[src/rtl/tile_speed_ctrl.sv]
// Game-speed scheduler for the piano-tiles datapath: programmable tick
// generator that speeds up every LEVEL_HITS hits and runs the game FSM.
module tile_speed_ctrl #(
    parameter logic [31:0] DIV_INIT   = 32'd50_000_000,
    parameter logic [31:0] DIV_MIN    = 32'd5_000_000,
    parameter logic [31:0] DIV_STEP   = 32'd5_000_000,
    parameter int          LEVEL_HITS = 8
) (
    input  logic        clk,
    input  logic        rst_n,
    input  logic        start,
    input  logic        pause,
    input  logic        hit,
    input  logic        miss,
    output logic        tick,
    output logic        running,
    output logic        game_over,
    output logic [3:0]  level,
    output logic [31:0] cur_div
);

    localparam int HW = $clog2(LEVEL_HITS + 1);
    localparam logic [HW-1:0] HIT_LAST = HW'(LEVEL_HITS - 1);

    typedef enum logic [1:0] {IDLE, RUN, PAUSED, OVER} state_t;

    state_t        state_q, state_d;
    logic [31:0]   cnt_q, cnt_d;
    logic [31:0]   div_q, div_d;
    logic [HW-1:0] hit_q, hit_d;
    logic [3:0]    lvl_q, lvl_d;
    logic          tick_q, tick_d;
    logic [32:0]   div_sub;
    logic          wrap;

    assign div_sub = {1'b0, div_q} - {1'b0, DIV_STEP};
    assign wrap    = (cnt_q == div_q - 32'd1);

    always_ff @(posedge clk or negedge rst_n) begin
        if (!rst_n) begin
            state_q <= IDLE;
            cnt_q   <= '0;
            div_q   <= DIV_INIT;
            hit_q   <= '0;
            lvl_q   <= '0;
            tick_q  <= 1'b0;
        end else begin
            state_q <= state_d;
            cnt_q   <= cnt_d;
            div_q   <= div_d;
            hit_q   <= hit_d;
            lvl_q   <= lvl_d;
            tick_q  <= tick_d;
        end
    end

    always_comb begin
        state_d = state_q;
        cnt_d   = cnt_q;
        div_d   = div_q;
        hit_d   = hit_q;
        lvl_d   = lvl_q;
        unique case (state_q)
            IDLE, OVER: begin
                if (start) begin
                    state_d = RUN;
                    cnt_d   = '0;
                    hit_d   = '0;
                    lvl_d   = '0;
                    div_d   = DIV_INIT;
                end
            end
            RUN: begin
                cnt_d = wrap ? 32'd0 : cnt_q + 32'd1;
                if (miss) begin
                    state_d = OVER;
                end else if (pause) begin
                    state_d = PAUSED;
                end else if (hit) begin
                    if (hit_q == HIT_LAST) begin
                        hit_d = '0;
                        cnt_d = '0;
                        if (lvl_q != 4'd15)
                            lvl_d = lvl_q + 4'd1;
                        // 33-bit difference keeps the floor compare free of wrap
                        if (div_sub[32] || div_sub[31:0] < DIV_MIN)
                            div_d = DIV_MIN;
                        else
                            div_d = div_sub[31:0];
                    end else begin
                        hit_d = hit_q + 1'b1;
                    end
                end
            end
            PAUSED: begin
                if (miss)
                    state_d = OVER;
                else if (pause)
                    state_d = RUN;
            end
            default: state_d = IDLE;
        endcase
        // Look one cycle ahead so tick is registered yet lands on cnt==div-1.
        tick_d = (state_d == RUN) && (cnt_d == div_d - 32'd1);
    end

    assign tick      = tick_q;
    assign running   = (state_q == RUN);
    assign game_over = (state_q == OVER);
    assign level     = lvl_q;
    assign cur_div   = div_q;

endmodule
[config.mk]
export PLATFORM = sky130hd
export DESIGN_NAME = tile_speed_ctrl
export DESIGN_NICKNAME = d
export VERILOG_FILES = /design/src/rtl/tile_speed_ctrl.sv
export SDC_FILE = /design/constraint.sdc
export NUM_CORES = 1
export LEC_CHECK = 0
export CAP_MARGIN = 30
export CORE_MARGIN = 1.5
export CORE_UTILIZATION = 60
export CTS_CLUSTER_SIZE = 8
export DETAILED_ROUTE_END_ITERATION = 10
export GPL_TIMING_DRIVEN = 0
export PLACE_DENSITY = 0.8
export SYNTH_ARGS = -nofsm -noshare
export SYNTH_HDL_FRONTEND = slang
export SYNTH_SLANG_ARGS = --single-unit
[constraint.sdc]
create_clock -name clk -period 8.4 [get_ports clk]
set_clock_uncertainty 0.15 [all_clocks]
set_input_delay 1.68 -clock clk [delete_from_list [all_inputs] [get_ports clk]]
set_output_delay 1.68 -clock clk [all_outputs]
set_load 0.03 [all_outputs]
# Yosys cells after proc, flatten, opt, wreduce, memory -nomap -nowiden

Index checks and enable logic that the tools add are counted.

Output and inout bits: 39
Bits in registers: 75

Eq/ne operators: 14
Magnitude comparators: 1
$add $sub $neg: 6
Mux-type cells: 32
Reduce and logical (&&, ||, !) cells: 7

Operators with widths:

| cell                                                  | count |
|---|---|
| 2-to-1 mux 32 bit                                     | 12 |
| case mux 32 bit (2 select lines)                      | 2 |
| equality test 32 bit                                  | 2 |
| subtractor 32 x 1 -> 32 bit, second input constant    | 2 |
| 2-to-1 mux 4 bit                                      | 10 |
| subtractor 32 x 23 -> 33 bit, second input constant   | 1 |
| adder 32 x 1 -> 32 bit, second input constant         | 1 |
| < comparator 32 x 23 -> 1 bit, second input constant  | 1 |
| case mux 4 bit (2 select lines)                       | 2 |
| 2-to-1 mux 2 bit                                      | 5 |
| adder 4 x 1 -> 4 bit, second input constant           | 2 |
| inequality test 2 bit, second input constant          | 4 |
| AND reduction 7 bit                                   | 1 |
| case mux 2 bit (3 select lines)                       | 1 |
| AND reduction 5 bit                                   | 1 |
| equality test 2 x 1 -> 1 bit, second input constant   | 2 |
| equality test 2 bit, second input constant            | 2 |
| equality test 4 x 3 -> 1 bit, second input constant   | 1 |
| inequality test 2 x 1 -> 1 bit, second input constant | 2 |
| inequality test 4 bit, second input constant          | 1 |
| zero test 2 bit                                       | 1 |
| nonzero test 2 bit                                    | 1 |
| OR reduction 2 bit                                    | 1 |
| logical AND 1 bit                                     | 1 |
| logical OR 1 bit                                      | 1 |

# Longest topological paths before layout

Depth in word-level cells: 12
Depth in mapped cells: 25
Mapped depth without buffers: 21

# Worst setup path after synthesis

Ideal clock, no wire load.

Path kind: register -> register
Start: register div_q[7] (netlist: cur_div[7])
End: register tick_q (netlist: tick)
Library setup time: 0.096 ns
Stages on the path, launching flop included: 26
Arrival: 5.409 ns
Buffers on the path: 4
Data required time: 8.154 ns
Path slack: 2.746 ns
Path through: dfstp_2 -> clkbuf_1 -> inv_1 -> ha_1 -> clkbuf_1 -> and4b_1 -> o21a_1 -> nor2_1 -> nand4b_1 -> a32oi_1 -> nand3_1 -> o21ai_0 -> clkbuf_1 -> nand2_1 -> nand2_1 -> ha_1 -> o31ai_1 -> a21oi_1 -> and3_1 -> clkbuf_1 -> nand2_1 -> or3_1 -> mux2_2 -> o21ai_0 -> nand4_1 -> nor4_2

Longest elaborated chain between the ends: 12

Ends and longest elaborated chain:

| what                             | line | source |
|---|---|---|
| start: declaration               | 29   | `logic [31:0] div_q, div_d;` |
| start signal: assignment         | 50   | `div_q <= div_d;` |
| subtractor 32 x 23 -> 33 bit     | 36   | `assign div_sub = {1'b0, div_q} - {1'b0, DIV_STEP};` |
| < comparator 32 x 23 -> 1 bit    | 86   | `if (div_sub[32] \|\| div_sub[31:0] < DIV_MIN)` |
| logical OR 1 bit                 | 86   |  |
| 2-to-1 mux 32 bit                | 86   |  |
| 2-to-1 mux 32 bit                | 80   | `if (hit_q == HIT_LAST) begin` |
| 2-to-1 mux 32 bit                | 79   | `end else if (hit) begin` |
| 2-to-1 mux 32 bit                | 77   | `end else if (pause) begin` |
| 2-to-1 mux 32 bit                | 75   | `if (miss) begin` |
| case mux 32 bit (2 select lines) | 63   | `unique case (state_q)` |
| subtractor 32 x 1 -> 32 bit      | 104  | `tick_d = (state_d == RUN) && (cnt_d == div_d - 32'd1);` |
| equality test 32 bit (*)         | 104  |  |
| logical AND 1 bit (*)            | 104  |  |
| via tick_d                       | 32   | `logic tick_q, tick_d;` |
| end signal: assignment           | 53   | `tick_q <= tick_d;` |
| end: declaration                 | 32   |  |

The timed path passes the listed nets; every way through them passes the cells marked *.
A chain may end at the register's enable or synchronous reset.

# Final worst setup path

Same ends and word-level chain as after synthesis.

==> results.sh <==
export IMPL_worstReg2RegEnd="tick"
export IMPL_reg2reg_from="cur_div[7]"
export IMPL_grt_max_degree=63
export IMPL_wl_mm=24.0
export IMPL_via_per_inst=6.96
export IMPL_worstSetupPathType="flip-flop to flip-flop"
export IMPL_cellPowerDensity_mw_per_mm2=329
export IMPL_gp_congestion=1.02
export IMPL_drc=0
export IMPL_vias=8002
export IMPL_crit_end="tick"
export IMPL_yosys_warnings=0
export IMPL_seq_area_mm2=0.00189
export IMPL_path_common_cell="clkbuf_1"
export IMPL_ant_nets=0
export IMPL_slew_headroom=0.302
export IMPL_async_flop_share=1.00
export IMPL_period_share=0.881
export IMPL_post_cts_buffers=0
export IMPL_path_clk_slew_ps=60
export IMPL_chipHeight_um=113
export IMPL_ys_ff_latch=75
export IMPL_cp_end_kind="flip-flop"
export IMPL_ios=45
export IMPL_cpPeakStageDelay_ps=560
export IMPL_clk_latency_ps=350
export IMPL_multi_input_area_mm2=0.00499
export IMPL_cts_resized=0
export IMPL_grt_pass1_wl_mm=37.6
export IMPL_drt_pass1_iter_count=7
export IMPL_hp_class="flip-flop to flip-flop"
export IMPL_setup_tns_ps=0
export IMPL_ff2ff_path_depth=25
export IMPL_die_w_um=113
export IMPL_synthCells=945
export IMPL_seq_area_frac_synth=0.261
export IMPL_grt_pass1_vias=7085
export IMPL_startpoint_type="flip-flop"
export IMPL_worstPathMaxFanout=10
export IMPL_cts_hold_buf=0
export IMPL_path_depth=25
export IMPL_layout_drive_gt1_share=0.0875
export IMPL_portBuffers=44
export IMPL_placed_area_mm2=0.00791
export IMPL_reg2reg_slack_ps=1000
export IMPL_drtIter0Drc=945
export IMPL_routedWlPerCell_um=20.8
export IMPL_cts_root_buf="clkbuf_16"
export IMPL_num_rows=39
export IMPL_hold_viol_final=0
export IMPL_layout_nets=1017
export IMPL_arrival_ps=7510
export IMPL_required_ps=8510
export IMPL_cp_slowest_cell="dfstp_2"
export IMPL_outcome="finished, final reports clean"
export IMPL_final_max_slew_viol_count=0
export IMPL_synth_edf_count=0
export IMPL_fin_area_mm2=0.00821
export IMPL_layout_setup_ws_ps=1000
export IMPL_synthesis_area_mm2=0.00726
export IMPL_pre_cts_slack_ps=1330
export IMPL_antenna_cells=0
export IMPL_initial_core_util=0.625
export IMPL_syn2layout_area_growth_pct=13.1
export IMPL_groute_usage_overall=0.378
export IMPL_fill_cells=964
export IMPL_fin_crit_ps=7400
export IMPL_critPathLaunch="cur_div[7]"
export IMPL_yosysUniqueCellTypes=86
export IMPL_core_area_mm2=0.0116
export IMPL_syn_nets=961
export IMPL_tritoncts="yes"
export IMPL_antenna_found_initial=0
export IMPL_place_detailed_hpwl_mm=18.2
export IMPL_cts_buffers_inserted=9
export IMPL_path_delay_family="simple AND/OR/NAND/NOR gates"
export IMPL_synth_main_ff_cell="dfrtp_1"
export IMPL_rsz0062_at_grt="false"
export IMPL_tightest_slew_ps=1050
export IMPL_h_tree_depth=3
export IMPL_leakagePower_nw=3.30
export IMPL_setup_violations=0
export IMPL_drv_cap=0
export IMPL_dieArea_mm2=0.0128
export IMPL_clock_sinks=75
export IMPL_cts_path_max_buffers=2
export IMPL_path_buf_inv=5
export IMPL_max_freq_ghz=0.135
export IMPL_fin_util=0.707
export IMPL_syn_avg_cell_area_um2=7.68
export IMPL_overflow=0
export IMPL_peakVddDrop_uv=175
-- cells in the mapped netlist (13+ instances only) --
cell type / instances / area, um^2
dfrtp_1: 63 / 1580
o21ai_0: 68 / 340
o31ai_1: 15 / 113
xnor2_1: 48 / 420
nand3_1: 41 / 205
nand4_1: 22 / 138
nor3_1: 39 / 195
a21oi_1: 52 / 260
xor2_1: 35 / 307
a21o_1: 18 / 135
nor2_1: 68 / 255
nand2_1: 95 / 357
inv_1: 38 / 143
a31oi_1: 14 / 87.6
nor4_1: 26 / 163
clkbuf_1: 42 / 158
or3_1: 13 / 81.3
-- metal layers --
metal	track usage	share of wire	vias up
met5	0	0	-
met2	0.576	0.43	525
met4	0.150	0.037	0
met3	0.0702	0.11	80
li1	-	-	3607
met1	0.533	0.42	3790
-- worst min path at each step --
stage	cells after the start	slack, ps	from	endpoint
floorplan	1	320	hit_q[2]	hit_q[2]
CTS	1	370	hit_q[2]	hit_q[2]
global placement	1	350	hit_q[2]	hit_q[2]
global route	1	410	hit_q[2]	hit_q[2]
finish	1	370	hit_q[2]	hit_q[2]
detailed placement	2	360	hit_q[1]	hit_q[1]
-- area by class of cell --
| class | count | share of cell area |
|---|---|---|
| Inverter | 39 | 0.0178 |
| Clock buffer | 12 | 0.0312 |
| Buffer | 56 | 0.0290 |
| Multi-Input combinational cell | 775 | 0.607 |
| Sequential cell | 75 | 0.230 |
| Timing Repair Buffer | 45 | 0.0567 |
| Clock inverter | 4 | 0.00594 |
| Tap cell | 143 | 0.0218 |
-- cell usage in the layout (no fill, tap or decap), types with 7 or more instances in the layout --
cell	count
a31oi_1	14
inv_1	38
nor3_1	39
or2_2	10
nand2_1	95
a211oi_1	9
dfrtp_1	63
xor2_1	35
xnor2_1	48
clkdlybuf4s50_1	43
nand4_1	22
nand2b_1	10
and2_1	10
nor3b_1	8
clkbuf_1	43
nand3b_1	7
buf_2	7
mux2i_1	8
a21o_1	18
o21ai_0	68
or3_1	13
a21oi_1	52
nand3_1	41
nor4_1	26
ha_1	10
clkbuf_16	9
and3_1	11
a211o_1	9
o211ai_1	8
nor2_1	68
o31ai_1	15
dfstp_2	12
o21a_1	11
-- registers in the layout, summed over array words and instances, names as in the netlist --
| register | cells |
|---|---|
| cnt_q | 32 |
| cur_div | 32 |
| hit_q | 4 |
| level | 4 |
| state_q | 2 |
| tick | 1 |
-- where the power goes --
group / internal (mW) / switching, mW
sequential: 0.441 / 0.0742
clock: 0.246 / 0.160
combinational: 0.599 / 1.18
-- cells by family (layout without fill, tap and decap cells) --
logic type      Yosys count  in the layout  share of synthesized area
compound gates          266            266                      0.247
xor+xnor                 83             83                      0.100
fa+ha+maj                10             10                     0.0172
buf+inv                  95            156                     0.0529
flops                    75             75                      0.261
mux                      13             13                     0.0188
simple gates            403            403                      0.303
-- stage by stage --
stage | total power [mW] | cells | hold slack, ps
floorplan | 1.73 | 945 | 316
global placement | 2.20 | 1132 | 349
detailed placement | 2.22 | 1133 | 362
CTS | 2.64 | 1149 | 375
global route | 2.84 | 1149 | 410
finish | 2.70 | 1149 | 370
Note: power is estimated with default switching activity, not from simulation.
